`src/rtl/wavegen_pkg.sv`:
```
// Shared types and constants for the waveform generator phase path.
// Holds the default widths, the phase FSM state encoding and the sweep step width.
package wavegen_pkg;

  localparam int ACC_W_DEF  = 32;
  localparam int ADDR_W_DEF = 9;
  localparam int SWEEP_W    = 16;

  typedef enum logic [1:0] {
    IDLE = 2'd0,
    RUN  = 2'd1,
    PEND = 2'd2
  } state_e;

  // The state follows enable and the pending-slot flag that will hold after this edge.
  function automatic state_e next_state(input logic enable, input logic pend_full);
    if (!enable) begin
      return IDLE;
    end else if (pend_full) begin
      return PEND;
    end else begin
      return RUN;
    end
  endfunction

endpackage

```
`src/rtl/freq_sweep_unit.sv`:
```
// Frequency-word update logic for the chirp feature (used only with WAVEGEN_SWEEP_EN).
// A pending-word apply wins over a sweep step; an out-of-range step falls back to the base word.
module freq_sweep_unit
  import wavegen_pkg::*;
#(
  parameter int ACC_W = ACC_W_DEF
) (
  input  logic               apply,
  input  logic               step_en,
  input  logic [ACC_W-1:0]   pend_fw,
  input  logic [ACC_W-1:0]   active_fw,
  input  logic [ACC_W-1:0]   base_fw,
  input  logic [SWEEP_W-1:0] sweep_step,
  input  logic [ACC_W-1:0]   sweep_stop,
  output logic [ACC_W-1:0]   active_fw_next,
  output logic [ACC_W-1:0]   base_fw_next
);

  logic [ACC_W:0] step_sum;

  always_comb begin
    step_sum       = {1'b0, active_fw} + {{(ACC_W + 1 - SWEEP_W){1'b0}}, sweep_step};
    active_fw_next = active_fw;
    base_fw_next   = base_fw;
    if (apply) begin
      active_fw_next = pend_fw;
      base_fw_next   = pend_fw;
    end else if (step_en) begin
      // Either a carry out of ACC_W or passing the stop word restarts the chirp.
      if (step_sum[ACC_W] || (step_sum[ACC_W-1:0] > sweep_stop)) begin
        active_fw_next = base_fw;
      end else begin
        active_fw_next = step_sum[ACC_W-1:0];
      end
    end
  end

endmodule

```
`src/rtl/phase_address_generator.sv`:
```
// DDS phase accumulator producing the table address and a wrap strobe; new frequency words
// take effect only at a phase wrap. Optional chirp sweep is built when WAVEGEN_SWEEP_EN is defined.
module phase_address_generator
  import wavegen_pkg::*;
#(
  parameter int ACC_W  = ACC_W_DEF,
  parameter int ADDR_W = ADDR_W_DEF
) (
  input  logic               clk,
  input  logic               rst_n,
  input  logic               enable,
  input  logic [ACC_W-1:0]   freq_word,
  input  logic               freq_valid,
  output logic               freq_ready,
  input  logic [ADDR_W-1:0]  phase_off,
  output logic [ADDR_W-1:0]  address,
  output logic               wrap
`ifdef WAVEGEN_SWEEP_EN
  ,
  input  logic               sweep_on,
  input  logic [SWEEP_W-1:0] sweep_step,
  input  logic [ACC_W-1:0]   sweep_stop
`endif
);

  state_e            state_q, state_d;
  logic [ACC_W-1:0]  acc_q, acc_d;
  logic [ACC_W-1:0]  active_fw_q, active_fw_d;
  logic [ACC_W-1:0]  pend_fw_q, pend_fw_d;
  logic              pend_full_q, pend_full_d;
  logic [ADDR_W-1:0] address_q, address_d;
  logic              wrap_q, wrap_d;

  logic              running;
  logic              carry;
  logic [ACC_W-1:0]  acc_sum;
  logic              take;
  logic              apply;

`ifdef WAVEGEN_SWEEP_EN
  logic [ACC_W-1:0]  base_fw_q, base_fw_d;
  logic [ACC_W-1:0]  sweep_active_fw;
  logic              step_en;

  freq_sweep_unit #(
    .ACC_W(ACC_W)
  ) u_sweep (
    .apply         (apply),
    .step_en       (step_en),
    .pend_fw       (pend_fw_q),
    .active_fw     (active_fw_q),
    .base_fw       (base_fw_q),
    .sweep_step    (sweep_step),
    .sweep_stop    (sweep_stop),
    .active_fw_next(sweep_active_fw),
    .base_fw_next  (base_fw_d)
  );
`endif

  always_comb begin
    // The edge that leaves IDLE still holds phase at zero; accumulation starts one edge later.
    running        = enable && (state_q != IDLE);
    {carry, acc_sum} = {1'b0, acc_q} + {1'b0, active_fw_q};
    take           = freq_valid && !pend_full_q;
    // A zero increment never wraps, and IDLE has no phase to protect, so apply at once there.
    apply          = pend_full_q &&
                     ((running && carry) || (active_fw_q == '0) || (state_q == IDLE));

    acc_d       = running ? acc_sum : '0;
    wrap_d      = running && carry;
    address_d   = running ? (acc_q[ACC_W-1 -: ADDR_W] + phase_off) : '0;
    pend_fw_d   = take ? freq_word : pend_fw_q;
    pend_full_d = take ? 1'b1 : (apply ? 1'b0 : pend_full_q);
    state_d     = next_state(enable, pend_full_d);

`ifdef WAVEGEN_SWEEP_EN
    step_en     = running && carry && sweep_on && !pend_full_q;
    active_fw_d = sweep_active_fw;
`else
    active_fw_d = apply ? pend_fw_q : active_fw_q;
`endif
  end

  always_ff @(posedge clk) begin
    if (!rst_n) begin
      state_q     <= IDLE;
      acc_q       <= '0;
      active_fw_q <= '0;
      pend_fw_q   <= '0;
      pend_full_q <= 1'b0;
      address_q   <= '0;
      wrap_q      <= 1'b0;
`ifdef WAVEGEN_SWEEP_EN
      base_fw_q   <= '0;
`endif
    end else begin
      state_q     <= state_d;
      acc_q       <= acc_d;
      active_fw_q <= active_fw_d;
      pend_fw_q   <= pend_fw_d;
      pend_full_q <= pend_full_d;
      address_q   <= address_d;
      wrap_q      <= wrap_d;
`ifdef WAVEGEN_SWEEP_EN
      base_fw_q   <= base_fw_d;
`endif
    end
  end

  assign freq_ready = ~pend_full_q;
  assign address    = address_q;
  assign wrap       = wrap_q;

endmodule

```
`config.mk`:
```
export PLATFORM = sky130hd
export DESIGN_NAME = phase_address_generator
export DESIGN_NICKNAME = d
export VERILOG_FILES = /design/src/rtl/wavegen_pkg.sv /design/src/rtl/freq_sweep_unit.sv /design/src/rtl/phase_address_generator.sv
export SDC_FILE = /design/constraint.sdc
export NUM_CORES = 1
export LEC_CHECK = 0
export ABC_AREA = 1
export ABC_CLOCK_PERIOD_IN_PS = 3400
export BUFFER_PORTS_ARGS = -buffer_cell sky130_fd_sc_hd__buf_2
export CAP_MARGIN = 0
export CORE_ASPECT_RATIO = 1.4
export CORE_MARGIN = 2
export CORE_UTILIZATION = 28
export DETAILED_ROUTE_END_ITERATION = 7
export GPL_TIMING_DRIVEN = 0
export MAX_ROUTING_LAYER = met4
export PLACE_DENSITY_LB_ADDON = 0.2
export SETUP_SLACK_MARGIN = 0.4
export SLEW_MARGIN = 20
export SYNTH_ARGS = -nofsm -noshare
export SYNTH_HDL_FRONTEND = slang
export SYNTH_HIERARCHICAL = 1
export SYNTH_SLANG_ARGS = --single-unit
```
`constraint.sdc`:
```
create_clock -name clk -period 3.4 [get_ports clk]
set_input_delay 0.17 -clock clk [delete_from_list [all_inputs] [get_ports clk]]
set_output_delay 0.17 -clock clk [all_outputs]
set_load 0.01 [all_outputs]
```
== Word-level counts from Yosys, hierarchy flattened ==
Cells that the tools add are included.

* Input port bits: 45
* Register bits: 109

* $add $sub $neg: 2
* Mux-type cells: 3
* Reduce and logical (&&, ||, !) cells: 12
* Bitwise gates (word level): 1

{| class="wikitable"
|+ Operators with widths
! cell !! count
|-
| $add A32 B32 Y33 || 1
|-
| $logic_not A32 Y1 || 1
|-
| $add A9 B9 Y9 || 1
|-
| $logic_and A1 B1 Y1 || 4
|-
| $reduce_and A2 Y1 || 2
|-
| $logic_not A2 Y1 || 1
|-
| $logic_or A1 B1 Y1 || 2
|-
| $mux W1 || 2
|-
| $mux W2 || 1
|-
| $reduce_bool A2 Y1 || 1
|-
| $logic_not A1 Y1 || 1
|-
| $not A1 Y1 || 1
|}

== Depth between registers and ports, before layout ==
* Word-level depth: 9
* Gate-level depth with buffers: 17
* Depth with buffers taken out: 15

== Worst setup path before layout ==
No wires, ideal clock.

* Kind: reg-to-reg
* From: register active_fw_q[0]
* To: register active_fw_q[21]
* Setup slack: 1315 ps
* Arrival time: 1972 ps
* Buffers on the path: 2
* Library setup time: 113 ps
* Stages on the path, launching flop included: 17
* Path through: dfxtp_1 -> ha_1 -> fa_1 -> nand2_1 -> nand2_1 -> nand3_1 -> nand2_1 -> nand2_1 -> nand2_2 -> nand2_1 -> nand2_1 -> nand2_2 -> nand2_2 -> buf_12 -> buf_12 -> a21oi_2 -> nor2_2

* Longest elaborated chain between the ends: 5
* Elaborated cells between the ends (all ways): 6

{| class="wikitable"
|+ RTL lines
! what !! line !! RTL
|-
| start, declared || phase_address_generator.sv:28 || <nowiki>logic [ACC_W-1:0] active_fw_q, active_fw_d;</nowiki>
|-
| start signal, assigned || phase_address_generator.sv:99 || <nowiki>active_fw_q <= active_fw_d;</nowiki>
|-
| $add A32 B32 Y33 || phase_address_generator.sv:63 || <nowiki>{carry, acc_sum} = {1'b0, acc_q} + {1'b0, active_fw_q};</nowiki>
|-
| $logic_and A1 B1 Y1 || phase_address_generator.sv:67 || <nowiki>((running && carry) || (active_fw_q == '0) || (state_q == IDLE));</nowiki>
|-
| $logic_or A1 B1 Y1 (*) (2 in a row) || phase_address_generator.sv:67 ||
|-
| $logic_and A1 B1 Y1 (*) || phase_address_generator.sv:66 || <nowiki>apply = pend_full_q &&</nowiki>
|}

Mark *: on every way between the ends. The rest lies on a longest branch, timed or not.
A chain may end at the register's enable or synchronous reset.

== Final worst setup path ==
* From: register active_fw_q[0]
* To: register active_fw_q[6]

The elaborated chain is that of the path after synthesis.

==> tab_implementation.tex <==
\begin{tabular}{lr}
\hline
Metric & Value \\
\hline
\multicolumn{2}{l}{\textbf{Outcome}} \\
Result of the run & finished clean \\
\multicolumn{2}{l}{\textbf{Setup path}} \\
Kind of start point of the critical path & flip-flop \\
Number of cell instances on the worst register-to-register path & 16 \\
Kind of capture point of the worst setup path & flip-flop \\
Most common cell type on the critical path & sky130\_fd\_sc\_hd\_\_nand2\_1 \\
Worst reg2reg startpoint & active\_fw\_q[0] \\
Data required time at the worst endpoint & 3.66 ns \\
Register-to-register path setup slack & 0.87 ns \\
Reg2Reg Capture Point & active\_fw\_q[6] \\
End point of the critical path & active\_fw\_q[6] \\
CP arrival & 2.78 ns \\
Origin of the worst setup path & active\_fw\_q[0] \\
Longest individual stage delay on the worst path & 0.39 ns \\
Worst setup path category & flip-flop to flip-flop \\
Slowest stage cell on the critical path & sky130\_fd\_sc\_hd\_\_dfxtp\_1 \\
Worst-path cell chain & ha\_1, fa\_1, nand2\_1, nand2\_1, nand3\_1, nand2\_1, nand2\_1, nand2\_2, nand2\_1, nand2\_1, nand2\_2, nand2\_2, buf\_12, buf\_8, a21oi\_1, nor2\_1 \\
Critical path peak fanout & 10 \\
\multicolumn{2}{l}{\textbf{GRT}} \\
Overall fraction of global-route tracks in use & 15.1\% \\
Pin count of the biggest net entering global routing & 19 \\
Congestion Overflow GR & 0 \\
Global-route wire length before repair & 26100 um \\
Antenna violations before repair & 0 \\
Vias in the first global route & 5259 \\
\multicolumn{2}{l}{\textbf{Finish}} \\
Final Instance Area & 6970 um\^{}2 \\
Leading cell type in the layout, fill and taps excluded & sky130\_fd\_sc\_hd\_\_nand2\_1 \\
Area taken by flip-flops and latches & 2180 um\^{}2 \\
Number of nets in the layout & 1006 \\
Area added between synthesis and finish & 15.0\% \\
Number of inserted filler cells in the final layout & 2336 \\
Total area of multi-input combinational cells & 3320 um\^{}2 \\
Antenna diode instance count & 0 \\
Most used cells in the layout excluding fill and tap cells & sky130\_fd\_sc\_hd\_\_nand2\_1, sky130\_fd\_sc\_hd\_\_a21oi\_1, sky130\_fd\_sc\_hd\_\_dfxtp\_1 \\
Final core occ & 32.9\% \\
Share of final-layout standard cells stronger than drive strength 1 & 12.8\% \\
\multicolumn{2}{l}{\textbf{Routing}} \\
Number of design-rule violations left by the first detailed-router iteration & 249 \\
Drt first pass iters & 5 \\
Antenna Violating Nets Remaining & 0 \\
Residual DRC count & 0 \\
Routed Wire Length & 16000 um \\
Routed wirelength normalized by instance count & 13.5 um \\
Via total after detailed routing & 5465 \\
Vias per cell & 4.62 \\
\multicolumn{2}{l}{\textbf{Placed design}} \\
DP Wirelength & 13100 um \\
Post-detailed-placement cell area & 6660 um\^{}2 \\
Quantity of I/O buffers inserted on ports & 55 \\
Routability cong. & 0.907 \\
\multicolumn{2}{l}{\textbf{CTS}} \\
Total of hold buffers inserted after clock tree synthesis & 0 \\
Post-CTS Resized & 0 \\
Clk buf depth & 2 \\
Worst skew pair latency & 0.36 ns \\
Cell chosen for the clock root & sky130\_fd\_sc\_hd\_\_clkbuf\_16 \\
Total clock sinks & 109 \\
CTS tree & built \\
Number of setup buffers added after CTS & 0 \\
Clock transition at the registers of the reported paths & 0.07 ns \\
Clock buffers created by TritonCTS & 9 \\
Number of H-tree levels & 3 \\
\multicolumn{2}{l}{\textbf{Synthesis}} \\
Total standard cell area after synthesis & 6060 um\^{}2 \\
Largest cells by area after synthesis & sky130\_fd\_sc\_hd\_\_dfxtp\_1, sky130\_fd\_sc\_hd\_\_a21oi\_1, sky130\_fd\_sc\_hd\_\_nand2\_1, sky130\_fd\_sc\_hd\_\_ha\_1, sky130\_fd\_sc\_hd\_\_nor2\_1 \\
Dominant register cell in the synthesized netlist & sky130\_fd\_sc\_hd\_\_dfxtp\_1 \\
Avg Synthesized Cell Area & 7.11 um\^{}2 \\
Async S/R FF share, synth & 0\% \\
Largest area contributor in the netlist & sky130\_fd\_sc\_hd\_\_dfxtp\_1 \\
Yosys warnings & 6 \\
Fraction of the yosys area taken by sequential cells & 36.0\% \\
Number of instances in the synthesized netlist & 853 \\
Post-synthesis sequential element count & 109 \\
EDFF count, synth & 0 \\
Library cells used by synthesis & 39 \\
Yosys top cell area share & 36.0\% \\
Number of nets produced by synthesis & 940 \\
\multicolumn{2}{l}{\textbf{Floorplanning}} \\
Floorplan die width & 128 um \\
Effective utilization at floorplan & 28.6\% \\
Site Rows & 63 \\
Die Y-Extent & 178 um \\
Ports placed on the boundary & 56 \\
Core Region & 21200 um\^{}2 \\
Die outline area & 22900 um\^{}2 \\
\multicolumn{2}{l}{\textbf{STA}} \\
Worst-case clock skew & 0.00508 ns \\
Max-slew headroom at the worst pin & 50.3\% \\
Tmin final & 2.53 ns \\
Share of the clock period used by the worst path after layout & 74.3\% \\
RSZ-0062 raised after global routing & false \\
Final Max Tran Viols & 0 \\
Final TNS setup & 0 ns \\
Tightest Pin Transition & 0.743 ns \\
Setup violators final & 0 \\
Final hold violations & 0 \\
Maximum achievable frequency & 0.396 GHz \\
\multicolumn{2}{l}{\textbf{Worst hold path}} \\
Class of the worst hold path & input pin to flip-flop \\
\multicolumn{2}{l}{\textbf{Power}} \\
Share of total power in combinational logic & 14.1\% \\
Post-layout total power & 2910 uW \\
Cell-internal power & 2110 uW \\
Portion of total power attributed to sequential cells & 47.7\% \\
Power Dens Cells & 417 nW/um\^{}2 \\
Peak ir drop on the vdd network & 0.238 mV \\
Net Sw Power & 800 uW \\
Leak & 0.00317 uW \\
Clock power share & 38.2\% \\
Switching power share of the total & 27.5\% \\
\multicolumn{2}{l}{\textbf{Run}} \\
Max Cap Violations & 0 \\
\hline
\end{tabular}
==> cells by family after synthesis <==
kind of cell | synth area share [%]
buf+inv | 9.23
simple gates | 25.5
xor+xnor | 0.145
fa+ha+maj | 8.92
flops | 36.0
compound gates | 20.2
==> metrics by stage <==
stage | std cells | setup slack, ns | hold slack [ns]
floorplan | 853 | 1.31 | 0.337
global placement | 1168 | 0.841 | 0.443
detailed placement | 1168 | 0.836 | 0.446
CTS | 1184 | 0.826 | 0.0770
global route | 1184 | 0.640 | 0.0931
finish | 1184 | 0.873 | 0.0818
==> how the worst min path moves through the flow <==
| stage | start | endpoint | slack (ns) | cells past startpoint |
|---|---|---|---|---|
| final | freq_word[24] | pend_fw_q[24] | 0.08 | 3 |
| after global routing | freq_word[18] | pend_fw_q[18] | 0.09 | 3 |
| after CTS | freq_word[18] | pend_fw_q[18] | 0.08 | 3 |
| after detailed placement | pend_fw_q[30] | pend_fw_q[30] | 0.45 | 2 |
| after global placement | pend_fw_q[30] | pend_fw_q[30] | 0.44 | 2 |
| after floorplan | enable | state_q[1] | 0.34 | 2 |
==> power by group through the flow <==
stage / Sequential (uW) / Combinational [uW] / Clock [uW]
global placement: 1420 / 414 / 0
floorplan: 1400 / 306 / 0
global route: 1400 / 474 / 1200
finish: 1390 / 409 / 1110
CTS: 1390 / 417 / 1150
detailed placement: 1420 / 416 / 0
==> flip-flops by register name, summed over array words and instances, names as in the netlist <==
name and cells:
pend_full_q 1, pend_fw_q 32, wrap 1, state_q 2
active_fw_q 32, address 9, acc_q 32
==> cell type report <==
class / instances / area share, %
clock inverter: 6 / 0.987
clock buffer: 10 / 3.43
multi-input combinational: 619 / 47.6
sequential: 109 / 31.3
tap: 260 / 4.67
buffer: 31 / 2.96
inverter: 94 / 5.06
timing repair buffer: 55 / 3.95
==> metal layers <==
| layer | GRT usage [%] | routed length (um) |
|---|---|---|
| met2 | 27.0 | 8310 |
| met1 | 16.3 | 6630 |
| met4 | 6.41 | 515 |
| met3 | 2.58 | 501 |
| met5 | - | 0 |
==> Yosys cell counts, types with 5 or more instances <==
library cell	n
sky130_fd_sc_hd__nand2_1	150
sky130_fd_sc_hd__a21oi_1	125
sky130_fd_sc_hd__dfxtp_1	109
sky130_fd_sc_hd__nor2_1	101
sky130_fd_sc_hd__inv_1	93
sky130_fd_sc_hd__o21ai_0	69
sky130_fd_sc_hd__nand3_1	46
sky130_fd_sc_hd__ha_1	40
sky130_fd_sc_hd__clkbuf_1	16
sky130_fd_sc_hd__a21oi_2	11
sky130_fd_sc_hd__nor3_1	11
sky130_fd_sc_hd__nand3_2	10
sky130_fd_sc_hd__a21o_1	8
sky130_fd_sc_hd__buf_2	6
sky130_fd_sc_hd__nand2_2	6
sky130_fd_sc_hd__nand4_1	6
sky130_fd_sc_hd__nor4_1	5
sky130_fd_sc_hd__o21bai_1	5
==> critical path: cells and delay by family (launching register included) <==
kind | cells | cell delay [ns]
buf+inv | 2 | 0.28
compound gates | 1 | 0.13
fa+ha+maj | 2 | 0.62
simple gates | 11 | 0.98
flops | 1 | 0.39
(Power assumes the default switching activity.)
